<file path="src/rtl/wb_pkg.sv">
// wb_pkg: opcode constants, load func3 encodings and FSM state type for the writeback stage.
package wb_pkg;
  localparam logic [6:0] OP_LOAD   = 7'b0000011;
  localparam logic [6:0] OP_STORE  = 7'b0100011;
  localparam logic [6:0] OP_BRANCH = 7'b1100011;
  localparam logic [6:0] OP_JAL    = 7'b1101111;
  localparam logic [6:0] OP_JALR   = 7'b1100111;
  localparam logic [6:0] OP_NOP    = 7'b0010011;
  localparam logic [2:0] F3_LB  = 3'b000;
  localparam logic [2:0] F3_LH  = 3'b001;
  localparam logic [2:0] F3_LW  = 3'b010;
  localparam logic [2:0] F3_LD  = 3'b011;
  localparam logic [2:0] F3_LBU = 3'b100;
  localparam logic [2:0] F3_LHU = 3'b101;
  localparam logic [2:0] F3_LWU = 3'b110;
  localparam logic [2:0] F3_BAD = 3'b111;
  typedef enum logic [1:0] {IDLE, WAIT_MEM, ERR} state_t;
endpackage

</file>
<file path="src/rtl/wb_stage_if.sv">
// wb_stage_if: MEM-stage inputs, memory response and register-file write port; fwd_* exist only with WB_BYPASS_EN.
interface wb_stage_if;
  logic        in_valid;
  logic [6:0]  in_opcode;
  logic [4:0]  in_rd;
  logic [2:0]  in_func3;
  logic [63:0] in_alu_result;
  logic [63:0] in_pc_plus4;
  logic        mem_rvalid;
  logic [63:0] mem_rdata;
  logic        stall;
  logic        wvalid;
  logic [4:0]  wrd;
  logic [63:0] wdata;
  logic [6:0]  wopcode;
  logic        load_err;
`ifdef WB_BYPASS_EN
  logic        fwd_valid;
  logic [4:0]  fwd_rd;
  logic [63:0] fwd_data;
`endif
  modport slave (
`ifdef WB_BYPASS_EN
    output fwd_valid, fwd_rd, fwd_data,
`endif
    input  in_valid, in_opcode, in_rd, in_func3, in_alu_result, in_pc_plus4, mem_rvalid, mem_rdata,
    output stall, wvalid, wrd, wdata, wopcode, load_err
  );
  modport master (
`ifdef WB_BYPASS_EN
    input  fwd_valid, fwd_rd, fwd_data,
`endif
    output in_valid, in_opcode, in_rd, in_func3, in_alu_result, in_pc_plus4, mem_rvalid, mem_rdata,
    input  stall, wvalid, wrd, wdata, wopcode, load_err
  );
endinterface

</file>
<file path="src/rtl/wb_stage_load_align.sv">
// load_align: selects the addressed lane of a read doubleword, extends it by func3, and flags misalignment.
module load_align
  import wb_pkg::*;
(
  input  logic [63:0] rdata,
  input  logic [2:0]  offset,
  input  logic [2:0]  func3,
  output logic [63:0] value,
  output logic        misaligned
);
  logic [63:0] s;
  always_comb begin
    s = rdata >> {offset, 3'b000};
    value = func3 == F3_LB  ? {{56{s[7]}}, s[7:0]} :
            func3 == F3_LH  ? {{48{s[15]}}, s[15:0]} :
            func3 == F3_LW  ? {{32{s[31]}}, s[31:0]} :
            func3 == F3_LBU ? {56'd0, s[7:0]} :
            func3 == F3_LHU ? {48'd0, s[15:0]} :
            func3 == F3_LWU ? {32'd0, s[31:0]} : s;
    misaligned = (func3[1:0] == 2'b01 && offset[0]) ||
                 (func3[1:0] == 2'b10 && |offset[1:0]) ||
                 (func3 == F3_LD && |offset);
  end
endmodule

</file>
<file path="src/rtl/wb_stage.sv">
// wb_stage: writeback stage with load wait/timeout FSM and registered register-file write port.
// Define WB_BYPASS_EN to expose fwd_valid/fwd_rd/fwd_data, the next-edge values of the write port.
module wb_stage
  import wb_pkg::*;
#(
  parameter int MEM_TIMEOUT = 15
) (
  input logic    clk,
  input logic    rst,
  wb_stage_if.slave bus
);
  localparam int CW = $clog2(MEM_TIMEOUT + 1);
  state_t        state, nstate;
  logic [CW-1:0] cnt;
  logic [4:0]    rd_q;
  logic [2:0]    f3_q, off_q, f3, off;
  logic [63:0]   ld_val, n_wdata;
  logic [4:0]    n_wrd;
  logic [6:0]    n_wop;
  logic          mis, is_load, take, accept, reject, done, tout, n_wvalid;
  // While waiting, extraction uses the latched load; in IDLE the live inputs feed the alignment check.
  assign f3  = state == WAIT_MEM ? f3_q : bus.in_func3;
  assign off = state == WAIT_MEM ? off_q : bus.in_alu_result[2:0];
  load_align u_align (
    .rdata(bus.mem_rdata),
    .offset(off),
    .func3(f3),
    .value(ld_val),
    .misaligned(mis)
  );
  always_comb begin
    is_load = bus.in_opcode == OP_LOAD;
    take = state == IDLE && bus.in_valid;
    accept = take && is_load && !mis && f3 != F3_BAD;
    reject = take && is_load && (mis || f3 == F3_BAD);
    done = state == WAIT_MEM && bus.mem_rvalid;
    tout = state == WAIT_MEM && !bus.mem_rvalid && cnt == CW'(MEM_TIMEOUT - 1);
    nstate = accept ? WAIT_MEM : (reject || tout) ? ERR : (done || state == ERR) ? IDLE : state;
    bus.stall = !rst && (accept || (state == WAIT_MEM && !bus.mem_rvalid && !tout));
    n_wvalid = take && !is_load ? !(bus.in_opcode == OP_STORE || bus.in_opcode == OP_BRANCH || bus.in_rd == 5'd0) :
               done && rd_q != 5'd0;
    n_wrd = !n_wvalid ? 5'd0 : done ? rd_q : bus.in_rd;
    n_wdata = take && !is_load ? ((bus.in_opcode == OP_JAL || bus.in_opcode == OP_JALR) ? bus.in_pc_plus4 : bus.in_alu_result) :
              done ? ld_val : 64'd0;
    n_wop = take && !is_load ? bus.in_opcode : done ? OP_LOAD : OP_NOP;
  end
`ifdef WB_BYPASS_EN
  assign bus.fwd_valid = !rst && n_wvalid;
  assign bus.fwd_rd    = rst ? 5'd0 : n_wrd;
  assign bus.fwd_data  = rst ? 64'd0 : n_wdata;
`endif
  always_ff @(posedge clk or posedge rst) begin
    if (rst) begin
      state <= IDLE;
      cnt <= '0;
      rd_q <= '0;
      f3_q <= '0;
      off_q <= '0;
      bus.wvalid <= 1'b0;
      bus.wrd <= '0;
      bus.wdata <= '0;
      bus.wopcode <= OP_NOP;
      bus.load_err <= 1'b0;
    end else begin
      state <= nstate;
      cnt <= accept ? '0 : state == WAIT_MEM ? cnt + 1'b1 : cnt;
      if (accept) begin
        rd_q <= bus.in_rd;
        f3_q <= bus.in_func3;
        off_q <= bus.in_alu_result[2:0];
      end
      bus.wvalid <= n_wvalid;
      bus.wrd <= n_wrd;
      bus.wdata <= n_wdata;
      bus.wopcode <= n_wop;
      bus.load_err <= nstate == ERR;
    end
  end
endmodule
</file>
<file path="src/flat_wrapper.sv">
// flat-port wrapper written by rule: the top's interface ports become plain ports
module wb_stage_flat import wb_pkg::*;
#(
  parameter int MEM_TIMEOUT = 15
)
  (clk, rst, bus_in_valid, bus_in_opcode, bus_in_rd, bus_in_func3, bus_in_alu_result, bus_in_pc_plus4, bus_mem_rvalid, bus_mem_rdata, bus_stall, bus_wvalid, bus_wrd, bus_wdata, bus_wopcode, bus_load_err);
  wb_stage_if bus_i ();
  input logic clk;
  input logic rst;
  input wire logic [$bits(bus_i.in_valid)-1:0] bus_in_valid;
  input wire logic [$bits(bus_i.in_opcode)-1:0] bus_in_opcode;
  input wire logic [$bits(bus_i.in_rd)-1:0] bus_in_rd;
  input wire logic [$bits(bus_i.in_func3)-1:0] bus_in_func3;
  input wire logic [$bits(bus_i.in_alu_result)-1:0] bus_in_alu_result;
  input wire logic [$bits(bus_i.in_pc_plus4)-1:0] bus_in_pc_plus4;
  input wire logic [$bits(bus_i.mem_rvalid)-1:0] bus_mem_rvalid;
  input wire logic [$bits(bus_i.mem_rdata)-1:0] bus_mem_rdata;
  output wire logic [$bits(bus_i.stall)-1:0] bus_stall;
  output wire logic [$bits(bus_i.wvalid)-1:0] bus_wvalid;
  output wire logic [$bits(bus_i.wrd)-1:0] bus_wrd;
  output wire logic [$bits(bus_i.wdata)-1:0] bus_wdata;
  output wire logic [$bits(bus_i.wopcode)-1:0] bus_wopcode;
  output wire logic [$bits(bus_i.load_err)-1:0] bus_load_err;
  assign bus_i.in_valid = bus_in_valid;
  assign bus_i.in_opcode = bus_in_opcode;
  assign bus_i.in_rd = bus_in_rd;
  assign bus_i.in_func3 = bus_in_func3;
  assign bus_i.in_alu_result = bus_in_alu_result;
  assign bus_i.in_pc_plus4 = bus_in_pc_plus4;
  assign bus_i.mem_rvalid = bus_mem_rvalid;
  assign bus_i.mem_rdata = bus_mem_rdata;
  assign bus_stall = bus_i.stall;
  assign bus_wvalid = bus_i.wvalid;
  assign bus_wrd = bus_i.wrd;
  assign bus_wdata = bus_i.wdata;
  assign bus_wopcode = bus_i.wopcode;
  assign bus_load_err = bus_i.load_err;
  wb_stage #(.MEM_TIMEOUT(MEM_TIMEOUT)) u_core (.clk(clk), .rst(rst), .bus(bus_i));
endmodule
</file>
<file path="config.mk">
export PLATFORM = sky130hd
export DESIGN_NAME = wb_stage_flat
export DESIGN_NICKNAME = d
export VERILOG_FILES = /design/src/rtl/wb_pkg.sv /design/src/rtl/wb_stage_if.sv /design/src/rtl/wb_stage_load_align.sv /design/src/rtl/wb_stage.sv /design/src/flat_wrapper.sv
export SDC_FILE = /design/constraint.sdc
export NUM_CORES = 1
export LEC_CHECK = 0
export ABC_AREA = 1
export BUFFER_PORTS_ARGS = -buffer_cell sky130_fd_sc_hd__buf_2
export CORE_ASPECT_RATIO = 1.4
export CORE_MARGIN = 2
export CORE_UTILIZATION = 30
export DETAILED_ROUTE_END_ITERATION = 8
export GPL_TIMING_DRIVEN = 0
export PLACE_DENSITY = 0.57
export RECOVER_POWER = 100
export SYNTH_ARGS = -nofsm -noshare
export SYNTH_HDL_FRONTEND = slang
export SYNTH_SLANG_ARGS = --single-unit
</file>
<file path="constraint.sdc">
create_clock -name clk -period 3.12 [get_ports clk]
set_input_delay 0.624 -clock clk [delete_from_list [all_inputs] [get_ports clk]]
set_output_delay 0.624 -clock clk [all_outputs]
set_load 0.02 [all_outputs]
</file>
==> results of run 1 <==
through the flow:
step | cells | setup WS, ns | util (%)
after global placement | 1830 | -1.40 | 37.9
after floorplan | 1226 | 0.0239 | -
after detailed placement | 1831 | -0.335 | 38.0
after CTS | 1848 | 0.0507 | 39.4
final | 1854 | 0.178 | 39.0
after global routing | 1854 | 0.0217 | 39.0
area by class of cell:
cell class / instances / area (µm²) / area share [%]
sequential: 95 / 2380 / 24.9
timing repair buffer: 292 / 1390 / 14.5
multi-input combinational: 960 / 4240 / 44.4
antenna: 5 / 12.5 / 0.131
clock inverter: 7 / 95.1 / 0.995
tap: 315 / 394 / 4.12
buffer: 85 / 485 / 5.08
clock buffer: 9 / 225 / 2.36
inverter: 86 / 330 / 3.46
flip-flops by register name, indices dropped and copies added (netlist names):
signal and count:
u_core.bus.wdata 64, u_core.bus.wopcode 7, u_core.bus.wrd 5, u_core.rd_q 5
u_core.cnt 4, u_core.f3_q 3, u_core.off_q 3, u_core.state 2
u_core.bus.load_err 1, u_core.bus.wvalid 1
per-layer routing:
| metal | part of all wire, % | routed length [µm] | global-route usage [%] |
|---|---|---|---|
| met5 | 0 | 0 | 0 |
| met4 | 5.1 | 1610 | 12.8 |
| met3 | 4.0 | 1270 | 2.58 |
| met2 | 50 | 16000 | 41.0 |
| met1 | 41 | 12900 | 28.9 |
power by group through the flow:
| stage | registers (W) | logic (W) | clock network, W |
|---|---|---|---|
| 3_5_place_dp | 0.00134 | 0.000967 | 0 |
| 5_1_grt | 0.00133 | 0.00107 | 0.00129 |
| 6_report | 0.00132 | 0.000957 | 0.00120 |
| 4_1_cts | 0.00132 | 0.000972 | 0.00124 |
| 3_3_place_gp | 0.00134 | 0.000959 | 0 |
| 2_1_floorplan | 0.00142 | 0.000498 | 0 |
cells in the mapped netlist:
| cell | count | area [µm²] |
|---|---|---|
| o211ai_1 | 25 | 188 |
| nand4_1 | 3 | 18.8 |
| clkinv_1 | 2 | 7.51 |
| o21ai_2 | 4 | 35.0 |
| nand2_1 | 498 | 1870 |
| dfrtp_1 | 92 | 2300 |
| nand3_1 | 98 | 490 |
| o21ai_4 | 1 | 16.3 |
| o22ai_1 | 2 | 12.5 |
| nand2_4 | 3 | 33.8 |
| clkbuf_1 | 27 | 101 |
| buf_6 | 11 | 124 |
| dfstp_2 | 3 | 78.8 |
| nor4_1 | 1 | 6.26 |
| ha_1 | 2 | 25.0 |
| inv_2 | 5 | 18.8 |
| nand3b_1 | 3 | 22.5 |
| buf_2 | 27 | 135 |
| nor2_8 | 1 | 20.0 |
| o21ai_1 | 23 | 115 |
| buf_4 | 19 | 143 |
| nor2_4 | 2 | 22.5 |
| buf_1 | 1 | 3.75 |
| o311ai_0 | 1 | 8.76 |
| a31o_2 | 1 | 8.76 |
| nand3_2 | 3 | 30.0 |
| o21bai_1 | 1 | 7.51 |
| a21oi_1 | 29 | 145 |
| o21ai_0 | 123 | 616 |
| nor3_1 | 1 | 5.00 |
| nand2_2 | 5 | 31.3 |
| or4_1 | 1 | 7.51 |
| inv_1 | 79 | 297 |
| nor2_1 | 127 | 477 |
| or2_2 | 1 | 6.26 |
| a21oi_4 | 1 | 16.3 |
worst register-to-register path, stage by stage, from the launching register on:
cell	delay (ns)
dfrtp_2	0.47
inv_4	0.12
nand2_4	0.07
buf_6	0.15
o21ai_1	0.56
clkbuf_2	0.39
buf_2	0.29
nand3_1	0.12
o21ai_1	0.13
a21oi_1	0.08
o21ai_0	0.26
o21ai_1	0.16
cell families after synthesis:
kind of cell | count (synthesis)
fa+ha+maj | 2
flops | 95
simple gates | 747
compound gates | 211
buf+inv | 171
final timing paths:
path | from | endpoint
setup / recovery | u_core.state[0] | bus_stall
hold / removal | bus_in_opcode[4] | u_core.bus.wopcode[4]
setup reg to reg | u_core.state[1] | u_core.bus.wdata[4]
hold reg to reg | u_core.f3_q[0] | u_core.f3_q[0]
max in group asynchronous | rst | u_core.bus.wdata[35]
min in group asynchronous | rst | u_core.bus.load_err
repair_timing:
action                                  in CTS  in global routing
buffers inserted                             1                  1
endpoints found under the hold margin        0                  0
endpoints found under the setup margin       1                  5
hold buffers                                 0                  0
pin swaps                                    2                  1
gates resized for setup                      2                  5
==> results.toml, run 1 <==
[floorplan]
die-area_um2 = 26100
pin_count = 290
row_count = 68
core_region_area_um2 = 24500
die_height_um = 190
die_w_um = 137
start_util_pct = 30.4

[layout]
final_cell_mix = "498 x nand2_1, 235 x buf_2, 127 x o21ai_0"
final_common_cell = "nand2_1"
finalInstanceArea_um2 = 9560
synthToLayoutAreaGrowth_pct = 28.4
nFillCells = 2767
layout.nets = 1742
drive_gt1_share_pct = 20.8

[clock_tree]
tritoncts = "yes"
cts.clk_slew.worst_paths_ns = 0.08
clkLatencyLatePin_ns = 0.37
cts_buffer_depth = 2
cts_made_buffers = 9
htreeDepth = 3
cts_sinks = 95
ctsRootBufferMaster = "clkbuf_16"

[grt]
grt_pass1_wl_mm = 46.7
grt-ovfl-total = 0
grt_pass1_vias = 8497
antenna_found_initial = 5
grt_max_degree = 70
globalRouteTotalUtil_pct = 23.9

[sta]
hold_violations = 0
finalSetupTns_ns = 0
slew_violations = 0
slew_headroom_pct = 2.60
clock.fmax_mhz = 340
fin_crit_ns = 2.94
clock_skew_ns = 0.0148
setup_viol = 0
rsz0062_at_grt = "false"
tightest_slew_ns = 1.45
min_period_over_period_pct = 94.3
hold_slack_ns = 0.479

[synthesis]
yosys.area_share.adder_pct = 0.336
ys_seq_elements = 95
netlist_area_um2 = 7440
yosys_warnings = 0
syn_avg_cell_area_um2 = 6.07
syn_nets = 1439
yosys.area_share.simple_pct = 40.8
synth-compound-area-share_pct = 15.7
synth_top_family_by_area = "simple AND/OR/NAND/NOR gates"
ys_seq_area_share_pct = 32.0
syn_inst = 1226
ys_types = 36
synth_xor_area_share_pct = 0
synthMuxAreaShare_pct = 0

[pwr]
p_int_w = 0.00228
p_sw_share_pct = 34.6
vdd_drop_max_mv = 0.266
comb_power_share_pct = 27.5
power.switching_w = 0.00120
p_leak_nw = 5.39
power_density_nw_per_um2 = 364
power_w = 0.00348
p_clk_share_pct = 34.6
pwr-share-seq_pct = 37.9

[setup_path]
reg2regPathDepth = 11
endpoint_kind = "output pin"
required_ns = 2.50
max_stage_delay_ns = 0.46
cp_num_buf_inv = 4
cp.depth = 11
crit_family = "buffers and inverters"
start_kind = "flop"
rrSetupSlack_ns = 0.19
critPathKind = "flop to output pin"
path_cells = "inv_2 > nor2_8 > nand2_1 > o21ai_4 > inv_2 > a21oi_1 > nor2_2 > o21ai_4 > buf_4 > a21oi_1 > clkbuf_2"
worstPathArrival_ns = 2.32
slowest_stage = "dfrtp_2"
critPathMaxFanout = 10

[place]
portBuffers = 289
hpwl_mm = 26.3
dpl_cell_area_um2 = 9320
gp_congestion = 1.01

[routing]
vias_per_cell = 4.82
drt_iter0_drc = 504
first_pass_iters = 5
wl_per_cell_um = 17.1
vias = 8941
ant_nets = 0
drcViolationCount = 0
wl_mm = 31.8

[min_path]
min_delay_path_depth = 3
hp-class = "primary input to flop"

[run_status]
outcome = "finished clean"

[flow_run]
maxCapViolations = 0
Power figures use the tool's default switching activity.
==> inputs of run 2 (changes only) <==
Settings changed: MAX_ROUTING_LAYER from default to met4.
==> run 2 against run 1 <==
The run now ends with capacitance limit, slew limit left. Final area decreased by 0.17%. Combinational power fell by 0.4%. Routed wire length decreased by 0.55%. First-iteration DRC count fell by 6.5%. Setup slack worse by 0.0037 ns. Critical path depth up 1. Core utilization fell by 0.066 points. Power down 2.4%. Sequential cell count unchanged. Count of clock-buffer cells in the layout is the same. Sequential share of layout area hardly changed. Highest routed layer unchanged.
==> results.toml, run 2 (synthesized netlist as in run 1, its figures left out) <==
[sta]
slew_violations = 70
fin_crit_ns = 2.95
clock_skew_ns = 0.0125
min_period_over_period_pct = 94.4
hold_violations = 0
finalSetupTns_ns = 0
layout_setup_ws_ns = 0.174
setup_viol = 0
slew_headroom_pct = -2.40
rsz0062_at_grt = "true"
tightest_slew_ns = 1.54
clock.fmax_mhz = 339

[clock_tree]
cts_made_buffers = 9
cts_buffer_depth = 2
cts.clk_slew.worst_paths_ns = 0.08
clkLatencyLatePin_ns = 0.36
ctsRootBufferMaster = "clkbuf_16"
cts_sinks = 95
htreeDepth = 3
tritoncts = "yes"
ctsHoldBuffers = 0

[routing]
wl_mm = 31.6
ant_nets = 0
drcViolationCount = 0
first_pass_iters = 5
vias = 8856
wl_per_cell_um = 17.0
vias_per_cell = 4.78
drt_iter0_drc = 471

[grt]
grt_max_degree = 70
grt_pass1_vias = 8436
antenna_found_initial = 4
grt-ovfl-total = 0
globalRouteTotalUtil_pct = 24.3
grt_pass1_wl_mm = 46.1

[layout]
fin_cells = 1853
largest_reg_flops = 64
largestRegisters = "u_core.bus.wdata x64, u_core.bus.wopcode x7"
layout.nets = 1742
drive_gt1_share_pct = 21.2
nFillCells = 2796
final_cell_mix = "498 x nand2_1, 241 x buf_2, 126 x nor2_1"
top_register = "u_core.bus.wdata"
synthToLayoutAreaGrowth_pct = 28.2
final_common_cell = "nand2_1"

[floorplan]
row_count = 68
pin_count = 290
die_height_um = 190
die_w_um = 137
core_region_area_um2 = 24500
start_util_pct = 30.4
die-area_um2 = 26100

[setup_path]
max_stage_delay_ns = 0.46
required_ns = 2.50
endpoint_kind = "output pin"
crit_family = "buffers and inverters"
path_cells = "inv_2 > nand2_4 > buf_6 > nand2_1 > nand2_2 > nand2_2 > a21oi_1 > nor2_2 > o21ai_4 > buf_4 > a21oi_1 > buf_2"
start_kind = "flop"
critPathKind = "flop to output pin"
cp_num_buf_inv = 4
worstPathArrival_ns = 2.32
slowest_stage = "dfrtp_2"
critPathMaxFanout = 10

[place]
hpwl_mm = 26.3
dpl.cell_count = 1831
portBuffers = 289
place_ws_ns = -0.298
gp_congestion = 1.02

[run_status]
violations = "capacitance limit, slew limit"
outcome = "finished with violations"

[pwr]
pwr-share-seq_pct = 38.8
comb_power_share_pct = 28.1
power_density_nw_per_um2 = 356
p_int_w = 0.00219
p_leak_nw = 5.39
p_clk_share_pct = 33.1
p_sw_share_pct = 35.4
power.switching_w = 0.00120
vdd_drop_max_mv = 0.295

[flow_run]
maxCapViolations = 1

[min_path]
hp-class = "primary input to flop"
## run 2: cell count changes in the layout (fill, tap and decap cells not counted), moves of 4 or more
cell      before  now
buf_2        235  241
clkbuf_1     108  103
o21ai_0      127  123
buf_4         17   21
clkbuf_2       6    0
## run 2: area by class of cell
| type | instances | area, µm² | share of cell area (%) |
|---|---|---|---|
| Inverter | 86 | 328 | 3.44 |
| Sequential cell | 95 | 2380 | 25.0 |
| Antenna cell | 4 | 10.0 | 0.105 |
| Multi-Input combinational cell | 960 | 4250 | 44.5 |
| Buffer | 85 | 507 | 5.31 |
| Timing Repair Buffer | 292 | 1370 | 14.4 |
| Tap cell | 315 | 394 | 4.13 |
| Clock inverter | 7 | 73.8 | 0.774 |
| Clock buffer | 9 | 225 | 2.36 |
## run 2: path summary, 6_finish.rpt
path	startpoint	to	slack (ns)	cells past startpoint
worst max-delay path	u_core.state[1]	bus_stall	0.17	12
worst min-delay path	bus_in_opcode[4]	u_core.bus.wopcode[4]	0.48	3
worst min register to register	u_core.f3_q[2]	u_core.f3_q[2]	0.50	2
min in group asynchronous	rst	u_core.bus.load_err	0.54	2
worst max register to register	u_core.state[1]	u_core.bus.wdata[4]	0.51	11
max in group asynchronous	rst	u_core.bus.wdata[37]	0.48	3
## run 2: per-layer routing
layer | wire (µm) | share of wire (%) | vias to the layer above | GRT usage (%)
met1 | 12700 | 40 | 4017 | 28.0
met3 | 1460 | 4.6 | 71 | 3.14
li1 | - | - | 4498 | -
met2 | 16200 | 51 | 270 | 41.3
met4 | 1250 | 4.0 | 0 | 11.4
met5 | 0 | 0 | - | -
## run 2: stage by stage
stage	hold WS [ns]	power [W]	cell area, µm²	util (%)
CTS	0.272	0.00344	9630	39.3
detailed placement	0.480	0.00230	9320	38.0
global placement	0.467	0.00230	9290	37.9
global route	0.478	0.00359	9540	38.9
finish	0.483	0.00339	9540	38.9
floorplan	0.453	0.00191	7440	-
## run 2: repair_timing
item | CTS | global route
resized for setup | 2 | 4
setup buffers | 1 | 1
pin swaps | 1 | 1
setup endpoints to repair | 1 | 4
## run 2: worst reg2reg max path, delay by kind of cell, from the launching register on
family                 cells  cell delay [ns]
AO/OA/AOI/OAI              5             1.01
buffers and inverters      4             0.82
flip-flops                 1             0.46
AND/OR/NAND/NOR            2             0.20
## run 2: power by group through the flow
| stage | Sequential (W) | Combinational [W] | Clock, W |
|---|---|---|---|
| after floorplan | 0.00142 | 0.000498 | 0 |
| after global placement | 0.00134 | 0.000960 | 0 |
| after detailed placement | 0.00134 | 0.000963 | 0 |
| after CTS | 0.00132 | 0.000969 | 0.00115 |
| after global routing | 0.00132 | 0.00106 | 0.00120 |
| final | 0.00132 | 0.000953 | 0.00112 |
